File: config.mk
export PLATFORM = sky130hd
export DESIGN_NAME = bp_arb2
export DESIGN_NICKNAME = d
export VERILOG_FILES = /design/src/rtl/bp_pkg.sv /design/src/rtl/bp_txn_count.sv /design/src/rtl/bp_arb2.sv
export SDC_FILE = /design/constraint.sdc
export NUM_CORES = 1
export LEC_CHECK = 0
export CAP_MARGIN = 10
export CELL_PAD_IN_SITES_DETAIL_PLACEMENT = 0
export CELL_PAD_IN_SITES_GLOBAL_PLACEMENT = 1
export CORE_MARGIN = 4
export CORE_UTILIZATION = 35
export CTS_CLUSTER_SIZE = 20
export DETAILED_ROUTE_END_ITERATION = 7
export PLACE_DENSITY = 0.82
export SYNTH_ARGS = -nofsm -noshare
export SYNTH_HDL_FRONTEND = slang
export SYNTH_SLANG_ARGS = --single-unit
File: constraint.sdc
create_clock -name i_clk -period 5.25 [get_ports i_clk]
set_input_delay 0.7875 -clock i_clk [delete_from_list [all_inputs] [get_ports i_clk]]
set_output_delay 0.7875 -clock i_clk [all_outputs]
set_load 0.03 [all_outputs]
File: src/rtl/bp_pkg.sv
// rtl/bp_pkg.sv - shared BytePipe arbiter constants and FSM state type
package bp_pkg;

  localparam int BP_CMD_WR_BIT = 7;
  localparam int BP_ADDR_W     = 7;
  localparam logic [BP_ADDR_W-1:0] BP_ADDR_BURST = '0;

  typedef enum logic [1:0] {IDLE, CMD, WR, RESP} bp_arb_state_t;

endpackage

File: src/rtl/bp_txn_count.sv
// rtl/bp_txn_count.sv - burst mirror and remaining-byte counter for one transaction
// The count saturates at 1 so the single write-response phase needs no reload.
module bp_txn_count
  import bp_pkg::*;
(
  input  logic                 clk_i,
  input  logic                 rstn_i,
  input  logic                 load_i,
  input  logic [BP_ADDR_W-1:0] addr_i,
  input  logic                 dec_i,
  input  logic                 burst_ld_i,
  input  logic [7:0]           burst_data_i,
  input  logic                 clr_i,
  output logic                 cnt_last_o,
  output logic                 burst_used_o
);

  logic [7:0] burst_q, burst_d;
  logic [8:0] cnt_q, cnt_d;
  logic       used_q, used_d;
  logic       use_burst;

  assign use_burst    = (addr_i != BP_ADDR_BURST) && (burst_q != 8'd0);
  assign cnt_last_o   = (cnt_q == 9'd1);
  assign burst_used_o = used_q;

  always_comb begin
    burst_d = burst_q;
    cnt_d   = cnt_q;
    used_d  = used_q;
    if (load_i) begin
      used_d = use_burst;
      cnt_d  = use_burst ? ({1'b0, burst_q} + 9'd1) : 9'd1;
    end else if (dec_i) begin
      cnt_d = cnt_last_o ? 9'd1 : (cnt_q - 9'd1);
    end
    if (burst_ld_i) begin
      burst_d = burst_data_i;
    end else if (clr_i) begin
      burst_d = 8'd0;
    end
  end

  always_ff @(posedge clk_i or negedge rstn_i) begin
    if (!rstn_i) begin
      burst_q <= 8'd0;
      cnt_q   <= 9'd0;
      used_q  <= 1'b0;
    end else begin
      burst_q <= burst_d;
      cnt_q   <= cnt_d;
      used_q  <= used_d;
    end
  end

endmodule

File: src/rtl/bp_arb2.sv
// rtl/bp_arb2.sv - two-host BytePipe arbiter with transaction framing and burst lock
module bp_arb2
  import bp_pkg::*;
#(
  parameter bit ROUND_ROBIN = 1'b1,
  parameter bit BURST_LOCK  = 1'b1
) (
  input  logic       i_clk,
  input  logic       i_rstn,
  input  logic [7:0] i_h0_data,
  input  logic       i_h0_valid,
  output logic       o_h0_ready,
  output logic [7:0] o_h0_data,
  output logic       o_h0_valid,
  input  logic       i_h0_ready,
  input  logic [7:0] i_h1_data,
  input  logic       i_h1_valid,
  output logic       o_h1_ready,
  output logic [7:0] o_h1_data,
  output logic       o_h1_valid,
  input  logic       i_h1_ready,
  output logic [7:0] o_bp_data,
  output logic       o_bp_valid,
  input  logic       i_bp_ready,
  input  logic [7:0] i_bp_data,
  input  logic       i_bp_valid,
  output logic       o_bp_ready,
  output logic       o_owner,
  output logic       o_busy
);

  bp_arb_state_t        state_q, state_d;
  logic                 owner_q, owner_d, prio_q, prio_d;
  logic                 lock_q, lock_d, wr_q, wr_d;
  logic [BP_ADDR_W-1:0] addr_q, addr_d;
  logic                 req_open, rsp_open, req_valid, rsp_ready, req_fire, rsp_fire;
  logic [7:0]           req_data;
  logic                 cnt_load, cnt_dec, burst_ld, burst_clr, cnt_last, burst_used;

  assign req_valid = owner_q ? i_h1_valid : i_h0_valid;
  assign req_data  = owner_q ? i_h1_data  : i_h0_data;
  assign rsp_ready = owner_q ? i_h1_ready : i_h0_ready;
  assign req_open  = (state_q == CMD) || (state_q == WR);
  assign rsp_open  = (state_q == RESP);
  assign req_fire  = req_open && req_valid && i_bp_ready;
  assign rsp_fire  = rsp_open && i_bp_valid && rsp_ready;

  // Only the owner ever sees a handshake; everything else is forced to zero.
  assign o_bp_valid = req_open && req_valid;
  assign o_bp_data  = req_open ? req_data : 8'd0;
  assign o_h0_ready = req_open && !owner_q && i_bp_ready;
  assign o_h1_ready = req_open && owner_q && i_bp_ready;
  assign o_bp_ready = rsp_open && rsp_ready;
  assign o_h0_valid = rsp_open && !owner_q && i_bp_valid;
  assign o_h1_valid = rsp_open && owner_q && i_bp_valid;
  assign o_h0_data  = (rsp_open && !owner_q) ? i_bp_data : 8'd0;
  assign o_h1_data  = (rsp_open && owner_q) ? i_bp_data : 8'd0;
  assign o_owner    = owner_q;
  assign o_busy     = (state_q != IDLE);

  always_comb begin
    state_d   = state_q;
    owner_d   = owner_q;
    prio_d    = prio_q;
    lock_d    = lock_q;
    wr_d      = wr_q;
    addr_d    = addr_q;
    cnt_load  = 1'b0;
    cnt_dec   = 1'b0;
    burst_ld  = 1'b0;
    burst_clr = 1'b0;
    case (state_q)
      IDLE: begin
        if (i_h0_valid || i_h1_valid) begin
          if (i_h0_valid && i_h1_valid) owner_d = ROUND_ROBIN ? prio_q : 1'b0;
          else                          owner_d = i_h1_valid;
          state_d = CMD;
        end
      end
      CMD: begin
        if (req_fire) begin
          cnt_load = 1'b1;
          wr_d     = req_data[BP_CMD_WR_BIT];
          addr_d   = req_data[BP_ADDR_W-1:0];
          lock_d   = 1'b0;
          state_d  = req_data[BP_CMD_WR_BIT] ? WR : RESP;
        end
      end
      WR: begin
        if (req_fire) begin
          cnt_dec  = 1'b1;
          burst_ld = (addr_q == BP_ADDR_BURST);
          if (cnt_last) begin
            burst_clr = burst_used;
            lock_d    = BURST_LOCK && (addr_q == BP_ADDR_BURST);
            state_d   = RESP;
          end
        end
      end
      RESP: begin
        if (rsp_fire) begin
          cnt_dec = 1'b1;
          if (cnt_last) begin
            burst_clr = burst_used && !wr_q;
            // A burst-setup write keeps the same host for its follow-up transaction.
            if (lock_q) begin
              state_d = CMD;
            end else begin
              state_d = IDLE;
              prio_d  = !owner_q;
            end
          end
        end
      end
      default: state_d = IDLE;
    endcase
  end

  always_ff @(posedge i_clk or negedge i_rstn) begin
    if (!i_rstn) begin
      state_q <= IDLE;
      owner_q <= 1'b0;
      prio_q  <= 1'b0;
      lock_q  <= 1'b0;
      wr_q    <= 1'b0;
      addr_q  <= '0;
    end else begin
      state_q <= state_d;
      owner_q <= owner_d;
      prio_q  <= prio_d;
      lock_q  <= lock_d;
      wr_q    <= wr_d;
      addr_q  <= addr_d;
    end
  end

  bp_txn_count u_cnt (
    .clk_i       (i_clk),
    .rstn_i      (i_rstn),
    .load_i      (cnt_load),
    .addr_i      (req_data[BP_ADDR_W-1:0]),
    .dec_i       (cnt_dec),
    .burst_ld_i  (burst_ld),
    .burst_data_i(req_data),
    .clr_i       (burst_clr),
    .cnt_last_o  (cnt_last),
    .burst_used_o(burst_used)
  );

endmodule

==> metrics.cfg, run 1 <==
[outcome]
status=completed

[route]
antenna_left=0
viasPerCell=5.281
first_pass_iters=4
drt-initial-drc-count=119
wl_mm=5.596
vias=1991
drc_errors=0
wl_per_cell_um=14.84

[setup_path]
path_cells=buf_4, mux2_2, and2_1, clkdlybuf4s50_1
timing.rr.start=o_owner
cpLargestDelayFamily=buffers and inverters
cp.required_ns=4.46
start_kind=flop
cpPeakStageDelay_ns=0.75
critical_path_class=reg2out
critPathArrivalTime_ns=2.56
critPathCaptureType=primary output
cp_slowest_cell=dfrtp_1
setup.worst_path.start=o_owner
cp_num_buf_inv=2
worst-path-max-fanout=19

[die]
dieWidth_um=87.10
fp.coreArea_um2=5991
die_h_um=87.10
fp-row-count=28
start_util=0.3655
ios=64
die-area_um2=7586

[logic_synthesis]
syn_area_um2=2190
syn_area_per_cell_um2=9.239
synth_top_area_cell=dfrtp_1
synth_edf_count=0
synthCells=237
ys_ff_latch=31
synthArstFlopShare=1.000
synth_top_area_share=0.3543
synth.area.top_cells=dfrtp_1 35%, ha_1 4.6%, nor2_1 4.1%
syn_nets=277
synth-seq-area-share=0.3543
synth_most_common_cell=dfrtp_1
synthDistinctLibCells=50
ys_top_cells_by_count=31 x dfrtp_1, 24 x nor2_1, 12 x a21oi_1, 12 x nand2_1, 12 x o21ai_0
dominantRegCellSynth=dfrtp_1
yosysWarningCount=0

[sta]
rsz0062_at_grt=false
fin_setup_tns_ns=0
finalCritPeriodShare=0.6373
finClkSkew_ns=0.01251
setup_viol=0
fmax_ghz=0.2989
hold_violations=0
slew_viol_final=0
relSlewSlack=0.5742
worstMarginPinSlew_ns=0.6387
whs_ns=0.4910
fin_crit_ns=3.346

[pwr]
pwr-share-clk=0.129
power_density_nw_per_um2=554.9
vdd_ir_drop_max_mv=0.4063
p_sw_w=0.0007678
p_seq_frac=0.254
switching_share=0.4646
pwr-share-comb=0.616
power_leakage_nw=1.224
intPower_w=0.0008847

[clocking]
ctsHoldBuffers=0
ctsResizeCount=0
clk_pin_slew_ns=0.07
numCtsBuffers=5
cts-root-buf=clkbuf_8
tritoncts=built
cts_setup_buffers=0
insertion_delay_ns=0.29
h-tree-depth=2
clockBufferDepth=2
clock_sinks=31

[global_route]
track_usage=0.1553
grt_pass1_wl_mm=9.183
antenna_found_initial=0
grt_start_max_net_pins=32
grt_pass1_vias=1903
overflow=0

[placement]
place_area_um2=2874
dp.cells=369
hpwl_mm=4.256
portBuffers=63
routabilityCongestion=0.7265

[final_layout]
antennaDiodeCount=0
finalNetCount=341
design_area_um2=2978
fin_cells=377
areaGrowthSynthToFinish_pct=36.00
drive_gt1_frac=0.08940

[hold_path]
min_path_type=reg2reg
min_from=prio_q

[job]
cap_viol_max_count=0

layer usage:
| layer | part of all wire | wire (um) | global-route usage |
|---|---|---|---|
| met1 | 0.46 | 2548 | 0.2039 |
| met2 | 0.45 | 2516 | 0.2491 |
| met3 | 0.081 | 452 | 0.04068 |
| met4 | 0.014 | 79 | 0.05021 |
| met5 | 0 | 0 | 0 |
sequential cells by signal (all words and copies together) (netlist names):
signal and flops:
u_cnt.burst_used_o 1, wr_q 1, lock_q 1, u_cnt.burst_q 8, o_owner 1, u_cnt.cnt_q 9, prio_q 1, state_q 2
addr_q 7
worst reg2reg max path, cell delays in order (launching register included):
cell	delay, ns
dfrtp_1	0.75
buf_4	0.35
mux2_2	0.41
a32oi_4	0.34
nor3_2	0.16
a221o_1	0.35
cell families (layout without fill, tap and decap cells):
family / count (synthesis) / count (layout) / synth area share
adders and majority gates: 8 / 8 / 0.04572
DFF: 31 / 31 / 0.3543
AOI/OAI and AO/OA: 56 / 56 / 0.1949
and+or+nand+nor: 104 / 104 / 0.2623
xor gates and xnor gates: 6 / 6 / 0.02400
muxes: 13 / 13 / 0.07485
buffers and inverters: 19 / 84 / 0.04400
metrics by stage:
stage          utilization  setup slack (ns)  power (W)
2_1_floorplan            -             2.881   0.001123
3_3_place_gp        0.4797             2.029   0.001443
3_5_place_dp        0.4797             2.026   0.001445
4_1_cts             0.4971             1.872   0.001667
5_1_grt             0.4971             1.760   0.001777
6_report            0.4971             1.904   0.001653
path summary, 6_finish.rpt:
check | end | slack (ns) | depth (start not counted)
hold / removal | prio_q | 0.49 | 2
hold reg to reg | prio_q | 0.49 | 2
setup reg to reg | u_cnt.cnt_q[7] | 2.76 | 5
setup / recovery | o_bp_valid | 1.90 | 4
max in group asynchronous | u_cnt.cnt_q[7] | 4.05 | 2
min in group asynchronous | addr_q[4] | 0.89 | 2
power by group through the flow:
stage	combinational (W)	sequential (W)	clock (W)
6_report	0.00102	0.000420	0.000214
5_1_grt	0.00111	0.000437	0.000230
4_1_cts	0.00103	0.000419	0.000220
3_5_place_dp	0.00102	0.000422	0
3_3_place_gp	0.00102	0.000423	0
2_1_floorplan	0.000726	0.000397	0
final cells by class:
type                            instances  area [um2]
Sequential cell                        31       775.7
Tap cell                               75       93.84
Fill cell                             595        3013
Timing Repair Buffer                   65       645.6
Clock buffer                            7       96.34
Clock inverter                          1       7.507
Multi-Input combinational cell        187        1318
Inverter                               11       41.29
cells in the final DEF, fill, tap and decap left out, drive strengths merged, types with 8 or more instances in the layout:
cell / instances
o21ai: 14
and3: 10
inv: 11
nand3: 9
nor2: 25
a21oi: 12
dfrtp: 31
o2bb2ai: 8
nand2: 12
ha: 8
nor3: 12
and2: 12
mux2i: 9
nor2b: 9
clkdlybuf4s50: 63
(Power assumes the default switching activity.)
==> inputs of run 2 (changes only) <==
==> constraint.sdc (replaced) <==
create_clock -name i_clk -period 3.5 [get_ports i_clk]
set_input_delay 0.525 -clock i_clk [delete_from_list [all_inputs] [get_ports i_clk]]
set_output_delay 0.525 -clock i_clk [all_outputs]
set_load 0.03 [all_outputs]
==> metrics.cfg, run 2 (synthesis results as in run 1) <==
[clocking]
tritoncts=built  ; unchanged
ctsHoldBuffers=0  ; unchanged
ctsResizeCount=0  ; unchanged
clk_pin_slew_ns=0.07  ; about the same
h-tree-depth=2  ; unchanged
clock_sinks=31  ; unchanged
cts_setup_buffers=0  ; unchanged
insertion_delay_ns=0.28  ; was 0.29 ns
cts-root-buf=clkbuf_8  ; unchanged
clockBufferDepth=2  ; unchanged
numCtsBuffers=5  ; unchanged

[sta]
setup_viol=0  ; unchanged
slew_viol_final=0  ; unchanged
fin_setup_tns_ns=0  ; unchanged
rsz0062_at_grt=false  ; unchanged
relSlewSlack=0.5890  ; was 0.5742
fmax_ghz=0.3389
finClkSkew_ns=0.006736  ; was 0.01251 ns
finalCritPeriodShare=0.8432
worstMarginPinSlew_ns=0.6165  ; was 0.6387 ns
hold_violations=0  ; unchanged
fin_crit_ns=2.951

[setup_path]
critical_path_class=reg2out  ; unchanged
critPathCaptureType=primary output  ; unchanged
timing.rr.end=u_cnt.cnt_q[0]  ; was u_cnt.cnt_q[7]
setup.worst_path.start=o_owner  ; unchanged
start_kind=flop  ; unchanged
crit_end=o_bp_ready  ; was o_bp_valid
rrSetupSlack_ns=1.08  ; was 2.76 ns
critPathArrivalTime_ns=2.43  ; was 2.56 ns
r2r_cells=7  ; was 5
cp.required_ns=2.97  ; was 4.46 ns
worst-path-max-fanout=13  ; was 19
timing.rr.start=state_q[1]  ; was o_owner

[die]
die_h_um=87.10  ; unchanged
fp.coreArea_um2=5991  ; unchanged
dieWidth_um=87.10  ; unchanged
start_util=0.3655  ; unchanged
fp-row-count=28  ; unchanged
die-area_um2=7586  ; unchanged
ios=64  ; unchanged

[placement]
hpwl_mm=4.329  ; was 4.256 mm
routabilityCongestion=0.7573  ; was 0.7265
portBuffers=63  ; unchanged

[final_layout]
final_common_cell=clkdlybuf4s50_1  ; unchanged
layout_common_cells=63 x clkdlybuf4s50_1, 31 x dfrtp_1, 24 x nor2_1  ; unchanged
drive_gt1_frac=0.08609  ; was 0.08940
fillers=569  ; was 595
top_register=u_cnt.cnt_q  ; unchanged
largest_register_ffs=9  ; unchanged
antennaDiodeCount=0  ; unchanged
fin_util=0.4944  ; was 0.4971
reg.largest.list=u_cnt.cnt_q (9), u_cnt.burst_q (8), addr_q (7)  ; unchanged
finalNetCount=343  ; was 341
areaGrowthSynthToFinish_pct=35.26  ; was 36.00%

[route]
drc_errors=0  ; unchanged
first_pass_iters=4  ; unchanged
antenna_left=0  ; unchanged
wl_mm=5.564  ; was 5.596 mm
wl_per_cell_um=14.76  ; was 14.84 um
drt-initial-drc-count=173  ; was 119
vias=2013  ; was 1991
viasPerCell=5.340  ; was 5.281

[job]
cap_viol_max_count=0  ; unchanged

[pwr]
vdd_ir_drop_max_mv=0.4754  ; was 0.4063 mV
power_leakage_nw=1.221  ; was 1.224 nW
power_density_nw_per_um2=821.8  ; was 554.9 nW/um2

[hold_path]
holdPathStages=2  ; unchanged
min_path_type=reg2reg  ; unchanged

[global_route]
grt_start_max_net_pins=32  ; unchanged
overflow=0  ; unchanged
grt_pass1_wl_mm=9.273  ; was 9.183 mm
track_usage=0.1535  ; was 0.1553
grt_pass1_vias=1934  ; was 1903
antenna_found_initial=0  ; unchanged

[outcome]
status=completed  ; unchanged

-- run 2: final cells by class --
class	count	area, um2	share of cell area
clock buffer	6	72.57	0.02450
tap	75	93.84	0.03169
timing repair buffer	67	660.6	0.2231
sequential	31	775.7	0.2619
multi-input combinational	187	1318	0.4449
inverter	11	41.29	0.01394
-- run 2: where the power goes --
| group | leakage [nW] | total [W] | internal (W) | switching (W) |
|---|---|---|---|---|
| registers | 0.392 | 0.000631 | 0.000491 | 0.000140 |
| clock network | 0.0371 | 0.000262 | 0.000132 | 0.000130 |
| logic | 0.791 | 0.00154 | 0.000668 | 0.000872 |
| total | 1.22 | 0.00243 | 0.00129 | 0.00114 |
-- run 2: per-layer routing --
layer / global-route usage / part of all wire
met3: 0.03406 / 0.080
met5: 0 / 0
met1: 0.1974 / 0.45
met4: 0.06137 / 0.015
met2: 0.2498 / 0.45
-- run 2: critical path, stage by stage (launching register included) --
cell and delay [ns]:
dfrtp_1 0.74, buf_4 0.28, mux2_4 0.34, and2_2 0.19, clkdlybuf4s50_1 0.59
-- run 2: how the worst min path moves through the flow --
stage,from,to,slack (ns)
finish,prio_q,prio_q,0.50
global route,u_cnt.cnt_q[6],u_cnt.cnt_q[6],0.55
CTS,prio_q,prio_q,0.51
detailed placement,prio_q,prio_q,0.50
global placement,prio_q,prio_q,0.49
floorplan,i_rstn,addr_q[0],0.23
-- run 2: stage by stage --
stage	hold slack (ns)	power [W]	instance area [um2]	instances	setup slack [ns]
after floorplan	0.2294	0.001684	2190	237	1.393
final	0.5021	0.002434	2962	377	0.5490
after CTS	0.5115	0.002450	2962	377	0.5294
after global placement	0.4866	0.002163	2889	371	0.8021
after detailed placement	0.4970	0.002182	2889	371	0.7738
after global routing	0.5492	0.002610	2962	377	0.3887
